==> src/rtl/commit_thread_arbiter.sv <==
// Commit datapath arbiter shared by THREAD_NUM hardware threads.
// Round-robin grant of up to COMMIT_WIDTH ops per cycle, with a per-thread
// recovery lock. Grant outputs are combinational; state moves on clk rise.
// Optional starvation guard: define RSD_COMMIT_ARB_STARVE_GUARD_EN.
//
//   state       | meaning
//   LOCK_RUN    | thread may commit
//   LOCK_LOCKED | thread blocked until its recovery completes
module commit_thread_arbiter #(
   parameter int THREAD_NUM   = 2,
   parameter int COMMIT_WIDTH = 4,
   parameter int STARVE_LIMIT = 8,
   localparam int CNT_W = $clog2(COMMIT_WIDTH + 1),
   localparam int TID_W = (THREAD_NUM > 1) ? $clog2(THREAD_NUM) : 1
) (
   input  logic                             clk,
   input  logic                             rst,
   input  logic                             commitEnable,
   input  logic [THREAD_NUM-1:0]            reqValid,
   input  logic [THREAD_NUM-1:0][CNT_W-1:0] reqCount,
   input  logic [THREAD_NUM-1:0]            recoveryReq,
   input  logic [THREAD_NUM-1:0]            recoveryDone,
   output logic                             grantValid,
   output logic [TID_W-1:0]                 grantThread,
   output logic [CNT_W-1:0]                 grantNum,
   output logic [THREAD_NUM-1:0]            threadLocked
);

   typedef enum logic {
      LOCK_RUN    = 1'b0,
      LOCK_LOCKED = 1'b1
   } lock_state_e;

   lock_state_e             lock_q [THREAD_NUM];
   lock_state_e             lock_d [THREAD_NUM];
   logic [TID_W-1:0]        rr_ptr;
   logic [THREAD_NUM-1:0]   eligible;
   logic                    rr_found;
   logic [TID_W-1:0]        rr_sel;
   logic                    pick_found;
   logic [TID_W-1:0]        pick_sel;

   // lock state register; reset releases every lock immediately
   always_ff @(posedge clk or negedge rst) begin
      if (!rst) begin
         for (int t = 0; t < THREAD_NUM; t++) lock_q[t] <= LOCK_RUN;
      end else begin
         for (int t = 0; t < THREAD_NUM; t++) lock_q[t] <= lock_d[t];
      end
   end

   // lock next state: a pending request always wins over done
   always_comb begin
      for (int t = 0; t < THREAD_NUM; t++) begin
         lock_d[t] = lock_q[t];
         case (lock_q[t])
            LOCK_RUN:    if (recoveryReq[t]) lock_d[t] = LOCK_LOCKED;
            LOCK_LOCKED: if (recoveryDone[t] && !recoveryReq[t]) lock_d[t] = LOCK_RUN;
            default:     lock_d[t] = LOCK_RUN;
         endcase
      end
   end

   // eligibility and lock status; reset masks grants while asserted
   always_comb begin
      for (int t = 0; t < THREAD_NUM; t++) begin
         threadLocked[t] = (lock_q[t] == LOCK_LOCKED);
         eligible[t]     = rst && commitEnable && reqValid[t] &&
                           (reqCount[t] != '0) && (lock_q[t] == LOCK_RUN);
      end
   end

   // round-robin search starting at rr_ptr, wrapping modulo THREAD_NUM
   always_comb begin
      int idx;
      idx      = 0;
      rr_found = 1'b0;
      rr_sel   = '0;
      for (int i = 0; i < THREAD_NUM; i++) begin
         idx = int'(rr_ptr) + i;
         if (idx >= THREAD_NUM) idx = idx - THREAD_NUM;
         if (!rr_found && eligible[TID_W'(idx)]) begin
            rr_found = 1'b1;
            rr_sel   = TID_W'(idx);
         end
      end
   end

`ifdef RSD_COMMIT_ARB_STARVE_GUARD_EN
   localparam int SC_W = $clog2(STARVE_LIMIT + 1);

   logic [SC_W-1:0]  starve_cnt [THREAD_NUM];
   logic             force_found;
   logic [TID_W-1:0] force_sel;

   // starved threads jump the queue, lowest index first
   always_comb begin
      force_found = 1'b0;
      force_sel   = '0;
      for (int t = 0; t < THREAD_NUM; t++) begin
         if (!force_found && eligible[t] && (starve_cnt[t] == SC_W'(STARVE_LIMIT))) begin
            force_found = 1'b1;
            force_sel   = TID_W'(t);
         end
      end
   end

   // count consecutive denied-while-eligible cycles, saturating
   always_ff @(posedge clk or negedge rst) begin
      if (!rst) begin
         for (int t = 0; t < THREAD_NUM; t++) starve_cnt[t] <= '0;
      end else begin
         for (int t = 0; t < THREAD_NUM; t++) begin
            if ((lock_q[t] == LOCK_LOCKED) || !eligible[t] ||
                (grantValid && (grantThread == TID_W'(t))))
               starve_cnt[t] <= '0;
            else if (starve_cnt[t] != SC_W'(STARVE_LIMIT))
               starve_cnt[t] <= starve_cnt[t] + SC_W'(1);
         end
      end
   end

   assign pick_found = force_found | rr_found;
   assign pick_sel   = force_found ? force_sel : rr_sel;
`else
   assign pick_found = rr_found;
   assign pick_sel   = rr_sel;
`endif

   // grant outputs, zeroed when nothing is granted
   always_comb begin
      grantValid  = pick_found;
      grantThread = '0;
      grantNum    = '0;
      if (pick_found) begin
         grantThread = pick_sel;
         grantNum    = (reqCount[pick_sel] > CNT_W'(COMMIT_WIDTH)) ?
                       CNT_W'(COMMIT_WIDTH) : reqCount[pick_sel];
      end
   end

   // round-robin pointer advances past the granted thread, else holds
   always_ff @(posedge clk or negedge rst) begin
      if (!rst)
         rr_ptr <= '0;
      else if (grantValid)
         rr_ptr <= (grantThread == TID_W'(THREAD_NUM - 1)) ? '0 : grantThread + TID_W'(1);
   end

endmodule

==> config.mk <==
export PLATFORM = sky130hd
export DESIGN_NAME = commit_thread_arbiter
export DESIGN_NICKNAME = d
export VERILOG_FILES = /design/src/rtl/commit_thread_arbiter.sv
export SDC_FILE = /design/constraint.sdc
export NUM_CORES = 1
export LEC_CHECK = 0
export ABC_AREA = 1
export CAP_MARGIN = 5
export CORE_AREA = 2 2 39 41
export CTS_BUF_LIST = sky130_fd_sc_hd__clkbuf_4 sky130_fd_sc_hd__clkbuf_8
export CTS_CLUSTER_SIZE = 16
export DETAILED_ROUTE_END_ITERATION = 8
export DIE_AREA = 0 0 41 43
export GPL_ROUTABILITY_DRIVEN = 0
export GPL_TIMING_DRIVEN = 0
export PLACE_DENSITY = 0.55
export SLEW_MARGIN = 20
export SYNTH_ARGS = -nofsm -noshare
export SYNTH_HDL_FRONTEND = slang
export SYNTH_SLANG_ARGS = --single-unit
==> constraint.sdc <==
create_clock -name clk -period 1.4 [get_ports clk]
set_input_delay 0.21 -clock clk [delete_from_list [all_inputs] [get_ports clk]]
set_output_delay 0.21 -clock clk [all_outputs]
set_load 0.05 [all_outputs]
==> results of run 1 <==
where the power goes:
group          switching [mW]  internal, mW  leakage (nW)
clock network          0.0469         0.126        0.0184
logic                  0.0647        0.0689         0.224
registers              0.0206         0.101        0.0319
registers in the layout, summed over array words and instances (netlist names):
signal,flops
threadLocked,2
rr_ptr,1
metal layers:
layer / track usage (%) / vias up / wire length (um)
met5: 0 / - / 0
met4: 8.00 / 0 / 12
met3: 4.71 / 2 / 92
met2: 14.7 / 20 / 335
met1: 9.06 / 122 / 210
li1: - / 144 / -
Yosys cell counts:
cell type	n
sky130_fd_sc_hd__nor2_4	1
sky130_fd_sc_hd__inv_2	2
sky130_fd_sc_hd__mux2i_1	2
sky130_fd_sc_hd__nor2_1	5
sky130_fd_sc_hd__nand4_1	1
sky130_fd_sc_hd__dfrtp_1	3
sky130_fd_sc_hd__a21oi_1	1
sky130_fd_sc_hd__nand2_2	5
sky130_fd_sc_hd__inv_1	3
sky130_fd_sc_hd__nand3_2	2
sky130_fd_sc_hd__o21bai_1	2
what timing repair did:
item | 4_1_cts | 5_1_grt
cloned | 0 | 0
gates resized for setup | 41 | 4
endpoints found under the hold margin | 3 | 0
pin swaps | 3 | 4
buffers inserted | 2 | 3
endpoints found under the setup margin | 7 | 5
hold buffers | 1 | 0
worst paths after layout:
check,startpoint,end,cells past startpoint
max in group asynchronous,rst,threadLocked[0],2
min reg2reg,threadLocked[1],threadLocked[1],2
max reg2reg,threadLocked[0],rr_ptr,8
max,reqValid[0],grantNum[1],9
min,rst,threadLocked[1],2
min in group clk,threadLocked[1],threadLocked[1],2
worst max-delay path, cell delays in order:
cell and delay, ns:
sky130_fd_sc_hd__clkdlybuf4s50_1 0.47, sky130_fd_sc_hd__nand2_2 0.07, sky130_fd_sc_hd__nor2_4 0.10, sky130_fd_sc_hd__buf_4 0.13, sky130_fd_sc_hd__nand2_4 0.07, sky130_fd_sc_hd__inv_8 0.07
sky130_fd_sc_hd__nand3_4 0.09, sky130_fd_sc_hd__nor2_4 0.10, sky130_fd_sc_hd__buf_8 0.15
layout make-up:
cell class	count	area (sq um)
clock buffer	4	30.0
fill	151	796
inverter	5	26.3
multi-input combinational	19	169
sequential	3	76.3
tap	16	20.0
timing repair buffer	26	267
logic make-up after synthesis:
logic type	after synthesis	share of synthesized area [%]
muxes	2	9.04
buffers and inverters	5	8.48
DFF	3	33.9
AOI/OAI and AO/OA	3	9.04
and+or+nand+nor	14	39.6
metrics by stage:
step / area [sq um] / worst slack (ns) / utilization (%) / std cells / setup TNS, ns
6_report: 588 / -0.261 / 42.5 / 73 / -0.842
5_1_grt: 588 / -0.351 / 42.5 / 73 / -1.21
4_1_cts: 554 / -0.327 / 40.1 / 70 / -1.07
3_5_place_dp: 489 / -1.09 / 35.4 / 63 / -4.93
3_3_place_gp: 489 / -1.09 / 35.4 / 63 / -4.91
2_1_floorplan: 269 / -0.185 / - / 27 / -0.542
==> flow_summary.ini, run 1 <==
[placement]
place_hpwl_um = 499
placement.io_buffers = 20

[synth]
synth.top_cells.by_area = sky130_fd_sc_hd__dfrtp_1 34%, sky130_fd_sc_hd__nand2_2 14%, sky130_fd_sc_hd__mux2i_1 9.0%, sky130_fd_sc_hd__nand3_2 9.0%, sky130_fd_sc_hd__nor2_1 8.5%
mappedNetlistArea_sq_um = 221
synth.largest_area_cell = sky130_fd_sc_hd__dfrtp_1
share_of_synthesized_area_occupied_by_flip_flops_and_latches_pct = 33.9
yosys_warnings = 0
post-synth-top-area-fraction_pct = 33.9
net_count_after_synthesis = 42
synth.distinct_cells = 11
syn_avg_cell_area_sq_um = 8.20
syn_inst = 27
yosys_register_bits = 3

[final_layout]
diodes = 0
post_route_cells_drive_above_1_share_pct = 52.6
most-common-layout-cells = 10 x sky130_fd_sc_hd__clkdlybuf4s50_1, 5 x sky130_fd_sc_hd__buf_4, 4 x sky130_fd_sc_hd__nand2_2, 4 x sky130_fd_sc_hd__clkbuf_4
layout.cells.most_common = sky130_fd_sc_hd__clkdlybuf4s50_1
final_net_count = 73
layout_area_overhead_pct = 166

[worst_setup_path]
crit_required_ns = 1.19
worst-endpoint-arrival_ns = 1.45
r2r_slack_ns = 0.34
timing.critical_path.fanout_max = 3
critPathKind = in2out
cp-start-kind = input pin
critical_path.endpoint_type = output port

[clock_tree]
maximum_buffer_depth_of_the_clock_tree = 2
cts_tree = yes
cts_inserted_buffers = 3
numClockSinks = 3
clk_root_buf = sky130_fd_sc_hd__clkbuf_4
worst_setup_hold_path_clk_slew_ns = 0.04
clock_insertion_delay_worst_skew_ns = 0.23
clock_tree.htree_level_count = 1

[sta]
setup_ws_ns = -0.261
final_hold_viol_count = 0
number_of_pins_exceeding_their_max_slew_limit_in_the_final_report = 0
unrepaired_setup_endpoints_after_global_routing = yes
worst_setup_skew_after_layout_ns = 0.000786
worst_slew_pin_slew_ns = 0.497
achievable-frequency_mhz = 602
worst_slew_margin_rel_pct = 67.0
min_period_ns = 1.66
period_share_pct = 119
hold_ws_ns = 0.492
setup_viol = 4

[floorplanning]
fp.coreArea_sq_um = 1380
floorplan.rows = 14
count_of_pins_on_the_block_boundary = 22
die_area_sq_um = 1760
start_util_pct = 16.0
die_y_um = 43
die-width_um = 41

[drt]
drt_first_iter_violations = 3
route.final.wire_length_um = 651
dr_vias_cell = 3.95
route.antenna.remaining_nets = 0
drt_drc_violations_left = 0
detail_route.wl_per_cell_um = 8.92
route.vias.total = 288
drt-pass1-iter-count = 2

[global_route]
grt_remaining_overflow = 0
first_global_vias = 298
grt_first_pass_wirelength_mm = 1.09
number_of_antenna_violations_at_the_first_check_in_global_routing = 0
gr-usage-all-layers_pct = 9.66
grt_start_max_net_pins = 6

[pwr]
p_per_area_nw_per_um2 = 729
leakagePower_nw = 0.274
total_power_mw = 0.428
maximum_resistive_drop_on_vdd_v = 0.000421

[run]
timing.max_cap.violations = 0

[run_status]
failed_checks = setup timing
result_of_the_run = complete, but fails checks

[hold_path]
worstHoldPathType = in2async
Note: power is estimated with default switching activity, not from simulation.
==> run 2, diff against run 1 <==
--- a/config.mk
+++ b/config.mk
@@ -13,7 +13,6 @@
 export DETAILED_ROUTE_END_ITERATION = 8
 export DIE_AREA = 0 0 41 43
 export GPL_ROUTABILITY_DRIVEN = 0
-export GPL_TIMING_DRIVEN = 0
 export PLACE_DENSITY = 0.55
 export SLEW_MARGIN = 20
 export SYNTH_ARGS = -nofsm -noshare
==> run 2 against run 1 <==
Compared with the run above: the run still ends with setup timing left; clock skew grew 0.0087 ns; worst setup slack got worse by 0.014 ns; cell count up 6.8%.
==> flow_summary.ini, run 2 (synthesis gave the netlist of run 1 again) <==
[worst_setup_path]
worst_path_most_repeated_cell = sky130_fd_sc_hd__nor2_4
crit_required_ns = 1.19
critPathKind = reg2out
critical_path.endpoint_type = output port
worst-endpoint-arrival_ns = 1.46
slowest_stage = sky130_fd_sc_hd__dfrtp_2
cp_slowest_stage_delay_ns = 0.40
timing.critical_path.fanout_max = 3
cp-start-kind = register
cp_cell_sequence = inv_2, nand2_2, nor2_4, buf_4, nand2_4, inv_8, nand3_4, nor2_4, buf_12

[drt]
drt_first_iter_violations = 0
routedLengthMet1_um = 235
drt_drc_violations_left = 0
detail_route.wl_per_cell_um = 9.27
route.antenna.remaining_nets = 0
met3_length_um = 89
dr_vias_cell = 4.04
detailroute.wirelength.met2_um = 381
highest_routed_metal_layer = met4
drt-pass1-iter-count = 1
route.vias.total = 315
route.final.wire_length_um = 723

[clock_tree]
worst_setup_hold_path_clk_slew_ns = 0.04
cts_tree = yes
clock_insertion_delay_worst_skew_ns = 0.24
cts_inserted_buffers = 3
maximum_buffer_depth_of_the_clock_tree = 2
numClockSinks = 3
clock_tree.htree_level_count = 1
clk_root_buf = sky130_fd_sc_hd__clkbuf_4

[final_layout]
layout_area_overhead_pct = 210
final-seq-area_sq_um = 76.3
fill_cells = 136
diodes = 0
final_net_count = 78
post_route_cells_drive_above_1_share_pct = 58.1
largest_reg_flops = 2
most-common-layout-cells = 11 x sky130_fd_sc_hd__clkdlybuf4s50_1, 9 x sky130_fd_sc_hd__buf_4, 7 x sky130_fd_sc_hd__buf_12, 4 x sky130_fd_sc_hd__nand2_2, 4 x sky130_fd_sc_hd__clkbuf_4
combined_area_of_the_multi_input_logic_cells_sq_um = 166
layout.cells.most_common = sky130_fd_sc_hd__clkdlybuf4s50_1

[sta]
worst_slew_pin_slew_ns = 0.282
final_sum_of_negative_setup_slack_ns = -1.10
worst_setup_skew_after_layout_ns = 0.00948
number_of_pins_exceeding_their_max_slew_limit_in_the_final_report = 0
setup_viol = 5
final_hold_viol_count = 0
hold_ws_ns = 0.471
achievable-frequency_mhz = 597
setup_ws_ns = -0.275
worst_slew_margin_rel_pct = 80.7
period_share_pct = 120
min_period_ns = 1.67
unrepaired_setup_endpoints_after_global_routing = yes

[pwr]
leakagePower_nw = 0.317
maximum_resistive_drop_on_vdd_v = 0.000397
p_per_area_nw_per_um2 = 683
total_power_mw = 0.469

[global_route]
grt_start_max_net_pins = 6
first_global_vias = 301
number_of_antenna_violations_at_the_first_check_in_global_routing = 0
grt_first_pass_wirelength_mm = 1.05
grt_remaining_overflow = 0
gr-usage-all-layers_pct = 9.56

[placement]
placement.io_buffers = 20
place_hpwl_um = 596
dp_slack_ns = -0.374

[floorplanning]
start_util_pct = 16.0
count_of_pins_on_the_block_boundary = 22
die-width_um = 41
die_y_um = 43
floorplan.rows = 14
fp.coreArea_sq_um = 1380
die_area_sq_um = 1760

[run_status]
result_of_the_run = complete, but fails checks
failed_checks = setup timing

[run]
timing.max_cap.violations = 0

[hold_path]
worstHoldPathType = in2async
[run 2: changes by cell type in the layout (fill, tap and decap cells not counted)]
cell                              before  now
sky130_fd_sc_hd__clkdlybuf4s50_1      10   11
sky130_fd_sc_hd__buf_4                 5    9
sky130_fd_sc_hd__nor2_1                2    3
sky130_fd_sc_hd__dlygate4sd2_1         3    0
sky130_fd_sc_hd__inv_4                 0    1
sky130_fd_sc_hd__nor2_2                1    0
sky130_fd_sc_hd__buf_12                0    7
sky130_fd_sc_hd__buf_6                 2    1
sky130_fd_sc_hd__inv_2                 2    1
sky130_fd_sc_hd__buf_8                 3    0
[run 2: critical path, delay by kind of cell (launching register included)]
family | cells | cell delay, ns
and+or+nand+nor | 5 | 0.44
DFF | 1 | 0.40
buffers and inverters | 4 | 0.39
[run 2: area by class of cell]
class	instances	share of cell area, %
well taps	16	2.92
multi-input cells	19	24.3
clock buffers	4	4.38
repair buffers	31	53.1
flip-flops and latches	3	11.1
inverters	5	4.20
[run 2: report_power, final]
part / internal (mW) / switching [mW]
Sequential: 0.101 / 0.0230
Clock: 0.127 / 0.0520
Combinational: 0.0962 / 0.0700
Total: 0.324 / 0.145
[run 2: through the flow]
step	instances	cell area [sq um]	utilization (%)
2_1_floorplan	27	269	-
3_3_place_gp	70	612	44.2
3_5_place_dp	70	612	44.2
4_1_cts	77	671	48.5
5_1_grt	78	686	49.5
6_report	78	686	49.5
[run 2: what timing repair did]
item | 4_1_cts | 5_1_grt
endpoints found under the setup margin | 5 | 5
setup buffers | 3 | 0
pin swaps | 4 | 3
resized for setup | 3 | 2
hold buffers | 0 | 1
hold endpoints to repair | 0 | 3
[run 2: path summary, 6_finish.rpt]
| check | start | cells after the start | end | slack (ns) |
|---|---|---|---|---|
| worst min-delay path | rst | 3 | threadLocked[1] | 0.47 |
| worst max-delay path | threadLocked[0] | 9 | grantNum[1] | -0.27 |
| worst min register to register | threadLocked[1] | 2 | threadLocked[1] | 0.56 |
| worst max register to register | threadLocked[0] | 9 | rr_ptr | 0.21 |
| min in group clk | recoveryDone[0] | 2 | threadLocked[0] | 0.53 |
| max in group asynchronous | rst | 3 | rr_ptr | 0.82 |
[run 2: layer usage]
layer  vias to the layer above  track usage, %
met5                         -               0
met4                         0            10.0
met3                         2            3.66
met2                        20            14.7
met1                       138            8.41
li1                        155               -
